$ cat src/rtl/lsu_pkg.sv
// Shared definitions for the load/store unit: access-size encodings, FSM states
// and the alignment rule applied to every request.
package lsu_pkg;

  localparam logic [1:0] SIZE_B = 2'b00;
  localparam logic [1:0] SIZE_H = 2'b01;
  localparam logic [1:0] SIZE_W = 2'b10;
  localparam logic [1:0] SIZE_D = 2'b11;

  typedef enum logic [2:0] {
    IDLE     = 3'd0,
    LOAD     = 3'd1,
    STORE_RD = 3'd2,
    STORE_WR = 3'd3,
    RESP     = 3'd4
  } lsu_state_t;

  // An access is misaligned when any address bit below its natural size is set.
  function automatic logic is_misaligned(input logic [1:0] size, input logic [2:0] off);
    logic mis;
    mis = 1'b0;
    case (size)
      SIZE_B:  mis = 1'b0;
      SIZE_H:  mis = off[0];
      SIZE_W:  mis = |off[1:0];
      default: mis = |off;
    endcase
    return mis;
  endfunction

endpackage

$ cat src/rtl/lsu_align.sv
// Byte-lane datapath: extracts and extends load data from a memory word, and
// merges right-justified store data into the addressed lanes of a word.
module lsu_align
  import lsu_pkg::*;
#(
  parameter int DATA_WIDTH = 64
) (
  input  logic [1:0]            size,
  input  logic [2:0]            offset,
  input  logic                  is_unsigned,
  input  logic [DATA_WIDTH-1:0] rd_word,
  input  logic [DATA_WIDTH-1:0] merge_word,
  input  logic [DATA_WIDTH-1:0] wdata,
  output logic [DATA_WIDTH-1:0] load_data,
  output logic [DATA_WIDTH-1:0] store_data
);

  logic [5:0]            shamt;
  logic [DATA_WIDTH-1:0] shifted_rd;
  logic [DATA_WIDTH-1:0] shifted_wd;
  logic [7:0]            lane_mask;

  assign shamt      = {offset, 3'b000};
  assign shifted_rd = rd_word >> shamt;
  assign shifted_wd = wdata << shamt;

  always_comb begin
    load_data = '0;
    case (size)
      SIZE_B:  load_data = {{(DATA_WIDTH-8){~is_unsigned & shifted_rd[7]}}, shifted_rd[7:0]};
      SIZE_H:  load_data = {{(DATA_WIDTH-16){~is_unsigned & shifted_rd[15]}}, shifted_rd[15:0]};
      SIZE_W:  load_data = {{(DATA_WIDTH-32){~is_unsigned & shifted_rd[31]}}, shifted_rd[31:0]};
      default: load_data = shifted_rd;
    endcase
  end

  always_comb begin
    lane_mask = 8'hFF;
    case (size)
      SIZE_B:  lane_mask = 8'h01 << offset;
      SIZE_H:  lane_mask = 8'h03 << offset;
      SIZE_W:  lane_mask = 8'h0F << offset;
      default: lane_mask = 8'hFF;
    endcase
  end

  // A double store covers all lanes, so the merge word drops out entirely.
  always_comb begin
    store_data = merge_word;
    for (int i = 0; i < 8; i++) begin
      if (lane_mask[i]) store_data[8*i +: 8] = shifted_wd[8*i +: 8];
    end
  end

endmodule

$ cat src/rtl/load_store_unit.sv
// Single-outstanding load/store unit in front of a word-wide data memory;
// sub-word stores are done as read-modify-write of the containing word.
module load_store_unit
  import lsu_pkg::*;
#(
  parameter int DATA_WIDTH = 64,
  parameter int ADDR_WIDTH = 10
) (
  input  logic                  clk,
  input  logic                  rst_n,
  input  logic                  req_valid,
  output logic                  req_ready,
  input  logic                  req_write,
  input  logic [1:0]            req_size,
  input  logic                  req_unsigned,
  input  logic [ADDR_WIDTH+2:0] req_addr,
  input  logic [DATA_WIDTH-1:0] req_wdata,
  output logic                  resp_valid,
  output logic [DATA_WIDTH-1:0] resp_rdata,
  output logic                  resp_err,
  output logic [ADDR_WIDTH-1:0] mem_addr,
  output logic [DATA_WIDTH-1:0] mem_write_data,
  output logic                  mem_write,
  output logic                  mem_read,
  input  logic [DATA_WIDTH-1:0] mem_read_data,
  output logic [2:0]            dbg_state
);

  lsu_state_t            state, state_nx;
  logic                  write_q, unsigned_q, err_q;
  logic [1:0]            size_q;
  logic [ADDR_WIDTH+2:0] addr_q;
  logic [DATA_WIDTH-1:0] wdata_q, rdata_q, merge_q;
  logic [DATA_WIDTH-1:0] load_data, store_data;
  logic                  accept;

  // Request handshake: a request transfers on a rising edge where
  // req_valid && req_ready; ready is high only in IDLE, and the request fields
  // are sampled on that edge alone and ignored until the next transfer.
  assign req_ready = (state == IDLE);
  assign accept    = req_valid && req_ready;

  always_comb begin
    state_nx = state;
    case (state)
      IDLE: begin
        if (req_valid) begin
          if (is_misaligned(req_size, req_addr[2:0])) state_nx = RESP;
          else if (!req_write)                        state_nx = LOAD;
          else if (req_size == SIZE_D)                state_nx = STORE_WR;
          else                                        state_nx = STORE_RD;
        end
      end
      LOAD:     state_nx = RESP;
      STORE_RD: state_nx = STORE_WR;
      STORE_WR: state_nx = RESP;
      RESP:     state_nx = IDLE;
      default:  state_nx = IDLE;
    endcase
  end

  always_ff @(posedge clk) begin
    if (!rst_n) begin
      state      <= IDLE;
      write_q    <= 1'b0;
      unsigned_q <= 1'b0;
      err_q      <= 1'b0;
      size_q     <= '0;
      addr_q     <= '0;
      wdata_q    <= '0;
      rdata_q    <= '0;
      merge_q    <= '0;
    end else begin
      state <= state_nx;
      if (accept) begin
        write_q    <= req_write;
        unsigned_q <= req_unsigned;
        size_q     <= req_size;
        addr_q     <= req_addr;
        wdata_q    <= req_wdata;
        err_q      <= is_misaligned(req_size, req_addr[2:0]);
        rdata_q    <= '0;
        merge_q    <= '0;
      end
      if (state == LOAD)     rdata_q <= load_data;
      if (state == STORE_RD) merge_q <= mem_read_data;
    end
  end

  lsu_align #(.DATA_WIDTH(DATA_WIDTH)) u_align (
    .size        (size_q),
    .offset      (addr_q[2:0]),
    .is_unsigned (unsigned_q),
    .rd_word     (mem_read_data),
    .merge_word  (merge_q),
    .wdata       (wdata_q),
    .load_data   (load_data),
    .store_data  (store_data)
  );

  assign mem_addr       = addr_q[ADDR_WIDTH+2:3];
  assign mem_read       = (state == LOAD) || (state == STORE_RD);
  assign mem_write      = (state == STORE_WR);
  assign mem_write_data = (state == STORE_WR) ? store_data : '0;
  assign resp_valid     = (state == RESP);
  // rdata_q stays zero for stores and errors since it is cleared on acceptance.
  assign resp_rdata     = (state == RESP) ? rdata_q : '0;
  assign resp_err       = (state == RESP) && err_q;
  assign dbg_state      = state;

  logic unused_write_q;
  assign unused_write_q = write_q;

endmodule

$ cat config.mk
export PLATFORM = sky130hd
export DESIGN_NAME = load_store_unit
export DESIGN_NICKNAME = d
export VERILOG_FILES = /design/src/rtl/lsu_pkg.sv /design/src/rtl/lsu_align.sv /design/src/rtl/load_store_unit.sv
export SDC_FILE = /design/constraint.sdc
export NUM_CORES = 1
export LEC_CHECK = 0
export BUFFER_PORTS_ARGS = -buffer_cell sky130_fd_sc_hd__buf_2
export CAP_MARGIN = 20
export CORE_MARGIN = 2
export CORE_UTILIZATION = 59
export CTS_CLUSTER_SIZE = 16
export DETAILED_ROUTE_END_ITERATION = 10
export GPL_TIMING_DRIVEN = 0
export PLACE_DENSITY = 0.9
export SLEW_MARGIN = 10
export SYNTH_ARGS = -nofsm -noshare
export SYNTH_HDL_FRONTEND = slang
export SYNTH_HIERARCHICAL = 1
export SYNTH_SLANG_ARGS = --single-unit
$ cat constraint.sdc
create_clock -name clk -period 3.9 [get_ports clk]
set_input_delay 0.39 -clock clk [delete_from_list [all_inputs] [get_ports clk]]
set_output_delay 0.39 -clock clk [all_outputs]
set_load 0.005 [all_outputs]
==> impl_metrics.yaml <==
clock_tree:
  cts.sinks: 212
  ctsRootBufferMaster: "sky130_fd_sc_hd__clkbuf_16"
  postCtsSetupBuffers: 0
  clkSlewWorstSetupHoldPaths_ps: 60
  cts_max_path_buffers: 3
  postCtsHoldBufs: 0
  clk-insertion-delay-late_ps: 530
  tritoncts: "built"
  cts_made_buffers: 22
  clock_tree.htree_level_count: 1
  post_cts_resized: 0
route:
  detailedRoute.firstPassIterationCount: 6
  wl_met3_mm: 5.73
  drt_drc_violations_left: 0
  routed_wirelength_mm: 51.0
  met1Wirelength_mm: 19.4
  routed_wire_length_per_instance_um: 24.5
  detailedRoute.firstIterationViolations: 1359
  routed_via_density: 6.31
  dr_wl_met2_mm: 22.2
  route.top_layer_used: "met4"
  route.vias.total: 13100
  ant_nets: 0
timing:
  maxSlewViolCount: 0
  tns_ps: 0
  final_critical_path_setup_slack_ps: 76.4
  fmaxAchievable_mhz: 262
  worst_clock_skew_ps: 22.1
  grt_setup_unrepaired: "false"
  maxSlewHeadroom_pct: 38.2
  min_period_ps: 3820
  period_share_pct: 98.0
  setup_violations: 0
  finalHoldViolations: 0
  tightestPinTransition_ps: 927
cells_and_area:
  areaGrowthSynthToFinish_pct: 20.1
  finalNetCount: 1943
  postLayoutCellArea_um2: 15100
  final_layout_size_suffix_gt1_share_pct: 28.0
  n_antenna_cell: 0
  finish.utilization_pct: 72.0
global_route:
  grt_pass1_vias: 12500
  grt_first_pass_wirelength_mm: 74.2
  pin_count_of_the_biggest_net_entering_global_routing: 14
  grt_overflow_total: 0
  track_usage_pct: 44.0
  antenna_found_initial: 0
critical_path:
  setup_slack_reg_to_reg_ps: 1140
  crit_chain: "buf_2 > buf_4 > buf_2 > buf_4 > mux2i_1 > o21ai_0 > mux2i_1 > a21oi_1 > and2_1 > buf_2"
  critical_path_peak_fanout: 10
  critical-path-max-stage-delay_ps: 510
  regToRegStartpoint: "addr_q[0]$_SDFFE_PN0P_"
  data_arrival_time_of_the_worst_path_ps: 3430
  r2r_end: "rdata_q[12]$_SDFFE_PN0P_"
  critPathKind: "reg2out"
  critical-path-top-cell-by-count: "sky130_fd_sc_hd__buf_2"
  timing.critical_path.required_ps: 3510
  critical_path.endpoint_type: "output port"
  critPathSlowestCell: "sky130_fd_sc_hd__o21ai_0"
  crit_path_start_kind: "register"
  r2r.worst_path.cells: 9
logic_synthesis:
  synth_fp_nets: 1626
  post_synth.cell_area_avg_um2: 8.56
  synth.most_common_cell: "sky130_fd_sc_hd__nand2_1"
  synthesis.yosys.warnings: 6
  synth-seq-cells: 212
  synth.top_cells.by_count: "293 x sky130_fd_sc_hd__nand2_1, 212 x sky130_fd_sc_hd__dfxtp_1, 144 x sky130_fd_sc_hd__a22o_1"
  ys_seq_area_share_pct: 33.7
  synth-main-ff-cell: "sky130_fd_sc_hd__dfxtp_1"
  syn_inst: 1473
  yosys.area.top_type: "sky130_fd_sc_hd__dfxtp_1"
  synth-edff-count: 0
  synth_cell_type_count: 54
  ys_top_cells_by_area: "sky130_fd_sc_hd__dfxtp_1 34%, sky130_fd_sc_hd__a22o_1 10%, sky130_fd_sc_hd__nand2_1 8.7%"
  synth.top_cell.area_share_pct: 33.7
  mappedNetlistArea_um2: 12600
  asyncSetResetFlopFracSynth_pct: 0
die:
  initial_core_util_pct: 59.9
  total_die_area_um2: 22500
  core_um2: 21000
  die-width_um: 150
  die_y_um: 150
  io_pins: 294
  placement_rows: 53
pwr:
  power_density_normalized_to_cell_area_nw_per_um2: 398
  vdd_drop_max_uv: 350
  cellLeakagePower_nw: 6.91
  power_mw: 6.02
hold_path:
  hold_path_depth: 2
  worstHoldEndpoint: "merge_q[6]$_SDFFE_PN0P_"
  min-delay-start: "mem_read_data[6]"
  hold_path_class: "in2reg"
outcome:
  result_of_the_run: "completed"
placed_design:
  place_ws_ps: 681
  gp_congestion: 1.07
  place.port_buffers: 293
  placed_cell_area_um2: 14400
  place.detailed.hpwl_mm: 40.2
run:
  drv_cap: 0
## through the flow
| step | hold slack (ps) | std cells |
|---|---|---|
| 2_1_floorplan | 432 | 1473 |
| 3_3_place_gp | 443 | 2041 |
| 3_5_place_dp | 449 | 2041 |
| 4_1_cts | 103 | 2081 |
| 5_1_grt | 126 | 2081 |
| 6_report | 107 | 2081 |
## worst max-delay path: cells and delay by family (launching register included)
kind	cells	cell delay, ps
AND/OR/NAND/NOR	1	180
multiplexers	2	310
buffers and inverters	5	1220
AO/OA/AOI/OAI	2	820
flip-flops	1	380
## worst max path at each step
| stage | from | to | slack (ps) | cells after the start |
|---|---|---|---|---|
| floorplan | size_q[0]$_SDFFE_PN0P_ | mem_write_data[40] | 1600 | 7 |
| global placement | addr_q[0]$_SDFFE_PN0P_ | mem_write_data[53] | 630 | 10 |
| detailed placement | addr_q[0]$_SDFFE_PN0P_ | mem_write_data[53] | 680 | 10 |
| CTS | addr_q[0]$_SDFFE_PN0P_ | mem_write_data[53] | 140 | 10 |
| global route | addr_q[0]$_SDFFE_PN0P_ | mem_write_data[52] | 40 | 10 |
| finish | addr_q[0]$_SDFFE_PN0P_ | mem_write_data[52] | 80 | 10 |
## sequential cells by signal, summed over array words and instances, names as in the netlist
signal and flops:
merge_q 64, rdata_q 64, wdata_q 64, addr_q 13, dbg_state 3, size_q 2, err_q 1, unsigned_q 1
## cell usage in the layout (no fill, tap or decap), types with 5 or more instances in the layout
| master | n |
|---|---|
| sky130_fd_sc_hd__inv_1 | 5 |
| sky130_fd_sc_hd__nor2b_1 | 10 |
| sky130_fd_sc_hd__a32oi_1 | 7 |
| sky130_fd_sc_hd__o21ai_0 | 50 |
| sky130_fd_sc_hd__buf_4 | 21 |
| sky130_fd_sc_hd__mux4_2 | 21 |
| sky130_fd_sc_hd__nand3_2 | 24 |
| sky130_fd_sc_hd__a22o_1 | 144 |
| sky130_fd_sc_hd__o31ai_1 | 10 |
| sky130_fd_sc_hd__nand2_1 | 293 |
| sky130_fd_sc_hd__a21oi_1 | 42 |
| sky130_fd_sc_hd__clkbuf_8 | 5 |
| sky130_fd_sc_hd__buf_6 | 14 |
| sky130_fd_sc_hd__o21a_1 | 8 |
| sky130_fd_sc_hd__o32ai_1 | 6 |
| sky130_fd_sc_hd__a211oi_1 | 9 |
| sky130_fd_sc_hd__nand3_1 | 6 |
| sky130_fd_sc_hd__dfxtp_1 | 212 |
| sky130_fd_sc_hd__mux2i_1 | 96 |
| sky130_fd_sc_hd__and2_1 | 130 |
| sky130_fd_sc_hd__mux2_2 | 27 |
| sky130_fd_sc_hd__clkbuf_16 | 23 |
| sky130_fd_sc_hd__ha_1 | 5 |
| sky130_fd_sc_hd__o211ai_1 | 28 |
| sky130_fd_sc_hd__clkbuf_1 | 51 |
| sky130_fd_sc_hd__nor2_1 | 60 |
| sky130_fd_sc_hd__buf_2 | 351 |
| sky130_fd_sc_hd__clkinv_2 | 5 |
| sky130_fd_sc_hd__buf_1 | 9 |
| sky130_fd_sc_hd__a21boi_1 | 80 |
| sky130_fd_sc_hd__nor3_1 | 6 |
## layout make-up
| type | count | area (um^2) |
|---|---|---|
| multi-input cells | 1105 | 7510 |
| fillers | 1650 | 5890 |
| flip-flops and latches | 212 | 4240 |
| repair buffers | 293 | 1470 |
| plain buffers | 148 | 813 |
| clock buffers | 34 | 667 |
| well taps | 275 | 344 |
| clock inverters | 6 | 55.1 |
| inverters | 8 | 30.0 |
## per-layer routing
metal / up-vias / global-route usage (%)
li1: 5863 / -
met1: 6091 / 55.6
met2: 939 / 68.8
met3: 245 / 9.24
met4: 0 / 27.4
met5: - / 0
## power breakdown
| group | internal (mW) | total [mW] | switching [mW] | leakage, nW |
|---|---|---|---|---|
| sequential | 2.28 | 2.39 | 0.111 | 1.72 |
| combinational | 0.554 | 1.51 | 0.957 | 4.83 |
| clock | 1.24 | 2.13 | 0.886 | 0.360 |
## logic make-up (layout without fill, tap and decap cells)
logic type      Yosys count  count (layout)  synth area share, %
mux                     146             146                 14.0
flops                   212             212                 33.7
xor+xnor                  1               1               0.0695
fa+ha+maj                 5               5                0.496
compound gates          410             410                 24.4
buf+inv                 156             489                 6.69
simple gates            543             543                 20.7
Power figures use the tool's default switching activity.
